--- config.mk ---
export PLATFORM = sky130hd
export DESIGN_NAME = six_bit_add_flat
export DESIGN_NICKNAME = d
export VERILOG_FILES = /design/src/rtl/six_bit_add_if.sv /design/src/rtl/six_bit_add.sv /design/src/flat_wrapper.sv
export SDC_FILE = /design/constraint.sdc
export NUM_CORES = 1
export LEC_CHECK = 0
export CAP_MARGIN = 20
export CORE_AREA = 10 10 47 49
export CTS_BUF_LIST = sky130_fd_sc_hd__clkbuf_8 sky130_fd_sc_hd__clkbuf_16
export DETAILED_ROUTE_END_ITERATION = 12
export DIE_AREA = 0 0 57 59
export DONT_BUFFER_PORTS = 1
export GPL_ROUTABILITY_DRIVEN = 0
export GPL_TIMING_DRIVEN = 0
export PLACE_DENSITY = 0.4
export SYNTH_ARGS = -nofsm -noshare
export SYNTH_HDL_FRONTEND = slang
export SYNTH_SLANG_ARGS = --single-unit
--- constraint.sdc ---
create_clock -name clk -period 0.9 [get_ports clk]
set_input_delay 0.135 -clock clk [delete_from_list [all_inputs] [get_ports clk]]
set_output_delay 0.135 -clock clk [all_outputs]
set_load 0.005 [all_outputs]
--- src/rtl/six_bit_add_if.sv ---
// Operand/result bundle for six_bit_add.
// Optional macro SIXBITADD_OVF_EN adds the registered signed-overflow flag ovf.
// master: the block supplying operands and consuming results.
// slave:  the adder itself.
interface six_bit_add_if #(
   parameter int WIDTH = 6
);
   logic [WIDTH-1:0] ain;
   logic [WIDTH-1:0] bin;
   logic [WIDTH-1:0] sum;
   logic             cout;
`ifdef SIXBITADD_OVF_EN
   logic             ovf;

   modport master (
      output ain,
      output bin,
      input  sum,
      input  cout,
      input  ovf
   );

   modport slave (
      input  ain,
      input  bin,
      output sum,
      output cout,
      output ovf
   );
`else
   modport master (
      output ain,
      output bin,
      input  sum,
      input  cout
   );

   modport slave (
      input  ain,
      input  bin,
      output sum,
      output cout
   );
`endif
endinterface

--- src/rtl/six_bit_add.sv ---
// six_bit_add: registered unsigned adder, {cout,sum} = ain + bin.
// Ripple-carry chain of 1-bit full-adder cells feeding one output register.
// No carry-in (c[0] = 0), no enable: a new result is registered every cycle.
// Optional macro SIXBITADD_OVF_EN adds ovf = c[WIDTH] ^ c[WIDTH-1], registered
// alongside sum/cout.
module six_bit_add #(
   parameter int WIDTH = 6
) (
   input  logic          clk,
   input  logic          rst_n,
   six_bit_add_if.slave  bus
);

   logic [WIDTH:0]   c;
   logic [WIDTH-1:0] s;

   // Ripple-carry chain: one full-adder cell per bit, carry rippling upward.
   always_comb begin
      c    = '0;
      s    = '0;
      c[0] = 1'b0;
      for (int i = 0; i < WIDTH; i++) begin
         s[i]   = bus.ain[i] ^ bus.bin[i] ^ c[i];
         c[i+1] = (bus.ain[i] & bus.bin[i]) | (c[i] & (bus.ain[i] ^ bus.bin[i]));
      end
   end

   // Output register: all outputs come from flops; async clear discards any result.
   always_ff @(posedge clk or negedge rst_n) begin
      if (!rst_n) begin
         bus.sum  <= '0;
         bus.cout <= 1'b0;
      end else begin
         bus.sum  <= s;
         bus.cout <= c[WIDTH];
      end
   end

`ifdef SIXBITADD_OVF_EN
   // Two's-complement overflow: carry into the sign bit differs from carry out.
   always_ff @(posedge clk or negedge rst_n) begin
      if (!rst_n) begin
         bus.ovf <= 1'b0;
      end else begin
         bus.ovf <= c[WIDTH] ^ c[WIDTH-1];
      end
   end
`endif

endmodule

--- src/flat_wrapper.sv ---
// flat-port wrapper written by rule: the top's interface ports become plain ports
module six_bit_add_flat 
#(
   parameter int WIDTH = 6
)
  (clk, rst_n, bus_ain, bus_bin, bus_sum, bus_cout);
  six_bit_add_if #(.WIDTH(WIDTH)) bus_i ();
  input  logic clk;
  input  logic rst_n;
  input wire logic [$bits(bus_i.ain)-1:0] bus_ain;
  input wire logic [$bits(bus_i.bin)-1:0] bus_bin;
  output wire logic [$bits(bus_i.sum)-1:0] bus_sum;
  output wire logic [$bits(bus_i.cout)-1:0] bus_cout;
  assign bus_i.ain = bus_ain;
  assign bus_i.bin = bus_bin;
  assign bus_sum = bus_i.sum;
  assign bus_cout = bus_i.cout;
  six_bit_add #(.WIDTH(WIDTH)) u_core (.clk(clk), .rst_n(rst_n), .bus(bus_i));
endmodule
* After elaboration in Yosys (flattened, before gate mapping)
Index checks and enable logic that the tools add are counted.
Word-level totals: flip-flop bits (word level) 7, input bits 14, output and inout port bits 7
Cells by class: bitwise gates (word level) 27
Operators with widths (count):
- $and 1x1->1 | 11
- $xor 1x1->1 | 11
- $or 1x1->1 | 5

* Logic depth before layout (Yosys ltp)
word-level depth 11, gate-level depth with buffers 10

* Worst setup path before layout
No wires, ideal clock.
kind input port to flip-flop, start point input bus_bin[0], end point register u_core.bus.sum[5], arrival 2.163 ns, slack -1.327 ns, stages 10, cells stage by stage ha_1 > inv_1 > fa_1 > inv_1 > fa_1 > fa_1 > fa_1 > inv_1 > fa_1 > inv_1
Between the ends: word-level cells in the longest chain between the ends 10
Ends and longest elaborated chain:
- from (decl) | line flat_wrapper.sv:11 | input wire logic [$bits(bus_i.bin)-1:0] bus_bin;
- $and 1x1->1 (2 in series) | line six_bit_add.sv:24 | c[i+1] = (bus.ain[i] & bus.bin[i]) | (c[i] & (bus.ain[i] ^ bus.bin[i]));
- $or 1x1->1 | line six_bit_add.sv:24
- $and 1x1->1 | line six_bit_add.sv:24
- $or 1x1->1 | line six_bit_add.sv:24
- $and 1x1->1 | line six_bit_add.sv:24
- $or 1x1->1 | line six_bit_add.sv:24
- $and 1x1->1 | line six_bit_add.sv:24
- $or 1x1->1 | line six_bit_add.sv:24
- $xor 1x1->1 | line six_bit_add.sv:23 | s[i] = bus.ain[i] ^ bus.bin[i] ^ c[i];
- net u_core.s[5] | line six_bit_add.sv:15 | logic [WIDTH-1:0] s;
- to (signal assigned) | line six_bit_add.sv:34 | bus.sum <= s;
- to (decl) | line six_bit_add_if.sv:41 | output sum,
The timed path passes the listed nets, and every way through them passes these cells.

* Final worst setup path
Ends and elaborated chain as after synthesis.

==> results.md <==
* Initial core utilization at 23.2%
* Hold WS at 0.0429 ns
* DR iter-0 viols at 1
* Slew Limit Fails at 0
* Post-route ant nets at 0
* Max stage delay on crit path at 0.41 ns
* Failing checks: setup timing
* Die height at 59 um
* DIE AREA at 3360 um2
* Switching power at 190 uW
* Crit path kind: in -> reg
* Seq/Total Area, Yosys at 53.8%
* Async SR Flop Fraction at 100%
* Unrepaired setup endpoints after global routing: true
* Post-synthesis cell count at 23
* Mapped Area at 325 um2
* Yosys reg bits at 7
* Main synth FF type: dfrtp_1
* Top cell type's share of synthesized area at 53.8%
* CTS Root Cell: clkbuf_8
* Critical Path Sink Type: register
* Int Pwr at 700 uW
* Final setup viols at 5
* Crit-path slowest cell: fa_2
* Setup WS post-layout at -1.01 ns
* Dpl ws at -1.25 ns
* Number of flops mapped to enable cells by yosys at 0
* Num CTS Buffers at 3
* Static Leak at 0.202 nW
* Site row count at 14
* Max H-tree Level at 1
* Post-synth cell types at 4
* Maximum VDD drop at 379 uV
* Top delay family on crit path: adder cells
* Switch share at 21.4%
* Syn nets at 43
* Total GRT Usage at 4.36%
* DRC errors left at 0
* Overall power at 891 uW
* Avg Cell Area, Syn at 14.1 um2
* Area contributors post-synth: dfrtp_1 (54%), fa_1 (31%), inv_1 (12%)
* Core area at 1400 um2
* PwrDens at 2090 nW/um2
* I/O pin total at 21
* Synth-to-Final Area Change at 30.8%
* Final period util at 212%
* CP required at 1.06 ns
* Number of port buffers at 0
* Clock slew at reported path FFs at 0.04 ns
* Startpoint types: input pin
* Synth Warn # at 0
* Hold Path Class: in -> reg
* Crit-path most repeated cell: fa_2
* Final wirelength at 616 um
* Postcts setup bufs at 0
* Seq pwr share at 44.5%
* First drt pass iteration count at 2
* Number of global-route vias before repair at 230
* Initial antenna violation count at 0
* Rel. slew slack at 79.9%
* CP max FO at 1
* WL per Instance at 14.0 um
* Maximum capacitance violations at 0
* Nets at 49
* Commonest cells post-synth: inv_1 (10), dfrtp_1 (7), fa_1 (5), ha_1 (1)
* CP cell instances: ha_4 -> inv_2 -> fa_2 -> inv_2 -> fa_2 -> fa_2 -> fa_2 -> inv_2 -> fa_2 -> inv_1
* Hold Vio Cnt, Final at 0
* Routed vias at 160
* CTS max path bufs at 2
* Post-synth top area cell: dfrtp_1
* Fmax achieved at 524 MHz
* CTS tree: yes
* Post-cts resize count at 0
* Comb power frac at 9.1%
* CP bufs+invs at 4
* Most frequent cell after synthesis: inv_1
* Placed cells at 39
* Layout cells sized above 1 at 42.9%
* Chip Width at 57 um
* Status: finished, violations left
* Largest net degree at the start of global routing at 8
* First-pass GRT wire length at 986 um
* Via-to-Cell Ratio at 3.64
* Fin cells at 44
* GRT Residual Overflow at 0
* Fin crit period at 1.91 ns
* Clock share of power at 46.4%
* CP arrival at 2.07 ns
* Worst-Margin Slew at 0.301 ns
* Clock Sinks at 7
* ANT cells at 0
[layout make-up]
type / count / area (um2)
clock inverter: 1 / 3.75
inverter: 10 / 37.5
clock buffer: 3 / 41.3
multi-input combinational: 6 / 138
fill: 155 / 976
timing repair buffer: 1 / 10.0
sequential: 7 / 175
tap: 16 / 20.0
[power groups by stage]
stage / Combinational [mW] / Sequential [mW] / Clock, mW
floorplan: 0.0579 / 0.391 / 0
global placement: 0.0747 / 0.404 / 0
detailed placement: 0.0789 / 0.405 / 0
CTS: 0.0878 / 0.401 / 0.427
global route: 0.108 / 0.404 / 0.453
finish: 0.0812 / 0.396 / 0.414
[placed cells by master, fill, tap and decap left out, drive strengths merged]
master / instances
dfrtp: 7
clkbuf: 3
inv: 11
fa: 5
dlygate4sd3: 1
ha: 1
[path summary, 6_finish.rpt]
check / startpoint / end / cells after the start
min in group asynchronous: rst_n / u_core.bus.sum[1] / 1
hold / removal: bus_ain[0] / u_core.bus.sum[0] / 1
setup / recovery: bus_bin[0] / u_core.bus.sum[5] / 10
max in group asynchronous: rst_n / u_core.bus.cout / 1
[stage by stage]
step	TNS, ns	util, %	area, um2
after floorplan	-3.85	-	350
after global placement	-4.06	26.4	370
after detailed placement	-4.08	26.4	370
after CTS	-2.89	30.4	425
after global routing	-3.12	30.4	425
final	-2.86	30.4	425
[layer usage]
layer / GRT usage, % / share of wire, %
met1: 3.52 / 37
met3: 4.94 / 20
met4: 6.04 / 0
met2: 4.65 / 44
met5: 0 / 0
[flip-flops by register name (all words and copies together) (netlist names)]
signal / count
u_core.bus.cout: 1
u_core.bus.sum: 6
[what timing repair did]
action / 4_1_cts / 5_1_grt
hold buffers: 1 / 0
hold endpoints to repair: 7 / 0
setup endpoints to repair: 5 / 5
[logic make-up after synthesis]
group	after synthesis	synth area share, %
buffers and inverters	10	11.5
adder cells (fa/ha/maj)	6	34.6
flip-flops	7	53.8
Power figures use the tool's default switching activity.
==> edit, RTL diff (same settings) <==
`WIDTH` is set to 6 in 3 places; all go to 3.
--- a/src/rtl/six_bit_add_if.sv
+++ b/src/rtl/six_bit_add_if.sv
@@ -3,7 +3,7 @@
 // master: the block supplying operands and consuming results.
 // slave:  the adder itself.
 interface six_bit_add_if #(
-   parameter int WIDTH = 6
+   parameter int WIDTH = 3
 );
    logic [WIDTH-1:0] ain;
    logic [WIDTH-1:0] bin;
--- a/src/rtl/six_bit_add.sv
+++ b/src/rtl/six_bit_add.sv
@@ -4,7 +4,7 @@
 // Optional macro SIXBITADD_OVF_EN adds ovf = c[WIDTH] ^ c[WIDTH-1], registered
 // alongside sum/cout.
 module six_bit_add #(
-   parameter int WIDTH = 6
+   parameter int WIDTH = 3
 ) (
    input  logic          clk,
    input  logic          rst_n,
--- a/src/flat_wrapper.sv
+++ b/src/flat_wrapper.sv
@@ -1,7 +1,7 @@
 // flat-port wrapper written by rule: the top's interface ports become plain ports
 module six_bit_add_flat 
 #(
-   parameter int WIDTH = 6
+   parameter int WIDTH = 3
 )
   (clk, rst_n, bus_ain, bus_bin, bus_sum, bus_cout);
   six_bit_add_if #(.WIDTH(WIDTH)) bus_i ();
Ports: changed (resized bus_ain, bus_bin and bus_sum); port bits go from 21 to 12. No check against the original RTL was run, so the function may have changed too.
==> edit against the original RTL <==
  * The run still ends with negative setup slack left
  * Count of clock-buffer cells in the layout is the same
  * Sequential power shrank 44%
  * Routed wire length fell by 37%
  * Die area stayed put
  * Synthesized area shrank 47%
  * Core utilization is 12 points lower
  * Worst setup slack improved by 960 ps
  * Design area shrank 39%
  * Total power down 29%
  * Sequential cell count is 3 lower
  * Critical endpoint is now u_core.bus.sum[2]
==> edit: results (changes against the original RTL) <==
- Status: finished, violations left
- Failing checks: negative setup slack
- Wirelength per Cell: 12.2 microns (-13%)
- First-pass GRT wire length: 586 microns (-41%)
- Syn. warnings: 0 (unchanged)
- Largest registers: u_core.bus.sum (3), u_core.bus.cout (1)
- Final #Nets: 29 (-41%)
- Hold path start: bus_bin[0]
- Crit path max-delay cell type: fa_1
- Leak pwr: 0.000120 uW (-41%)
- TNS Setup: -48.6 ps (+2810 ps)
- Post-DP Area: 206 sq um (-44%)
- Final Setup Violations: 1 (-4)
- Fin Hold WS: 54.9 ps (+12.0 ps)
- Crit path largest cell delay: 390 ps (-20 ps)
- Largest net degree at the start of global routing: 5 (-3)
- Commonest cells in the netlist: 5 x inv_1, 4 x dfrtp_1, 2 x fa_1
- Worst EP arrival: 1100 ps (-970 ps)
- Syn nets: 23 (-47%)
- Routed vias/inst: 3.00 (-17%)
- Net Switching: 121 uW (-36%)
- Initial DRC Count: 3 (+2)
- Fin worst setup slack: -48.6 ps (+961 ps)
- Slew headroom: 87.9% (+8.1 points)
- DRT Wirelength: 389 microns (-37%)
- Worst IR drop on VDD: 0.680 mV (+79%)
- Ratio of cells with drive above 1 in the final layout: 37.5% (-5.4 points)
- Number of global-route vias before repair: 120 (-48%)
- Crit. Startpoint: bus_ain[0]
- Pre-CTS setup slack: -308 ps (+939 ps)
edit: power by group through the flow:
stage | Sequential, uW | Combinational [uW] | Clock [uW]
global placement | 224 | 31.3 | 0
global route | 223 | 51.6 | 399
floorplan | 216 | 25.4 | 0
finish | 220 | 38.2 | 372
detailed placement | 223 | 34.1 | 0
CTS | 221 | 40.5 | 387
edit: routing by layer:
layer,vias up,share of wire (%),track usage [%],wire length [microns]
li1,40,-,-,-
met3,0,33,6.87,130
met4,0,0,1.01,0
met1,40,49,3.24,189
met2,16,18,1.09,69
met5,-,0,0,0
edit: area by class of cell:
class                           instances  area share, %
Sequential cell                         4           38.8
Multi-Input combinational cell          3           26.2
Clock buffer                            3           16.0
Tap cell                               16           7.77
Inverter                                5           7.28
Timing Repair Buffer                    1           3.88
edit: how the worst max path moves through the flow:
stage / endpoint / slack (ps) / cells after the start
after CTS: u_core.bus.sum[2] / -50 / 5
after global routing: u_core.bus.sum[2] / -80 / 5
after floorplan: u_core.bus.sum[2] / -290 / 5
after global placement: u_core.bus.sum[2] / -310 / 5
final: u_core.bus.sum[2] / -50 / 5
after detailed placement: u_core.bus.sum[2] / -310 / 5
edit: per-stage QoR:
step,utilization [%],total power [uW]
after floorplan,-,241
after global placement,14.7,255
after detailed placement,14.7,257
after CTS,18.4,648
after global routing,18.4,673
final,18.4,630
edit: logic make-up after synthesis:
kind of cell             after synthesis  synth area share [%]
adder cells (fa/ha/maj)                3                  30.7
buffers and inverters                  5                  11.0
flip-flops                             4                  58.4
edit: timing repair:
action	in CTS	in global routing
pin swaps	3	0
hold buffers	1	0
setup endpoints to repair	1	1
gates cloned	0	0
endpoints found under the hold margin	4	0
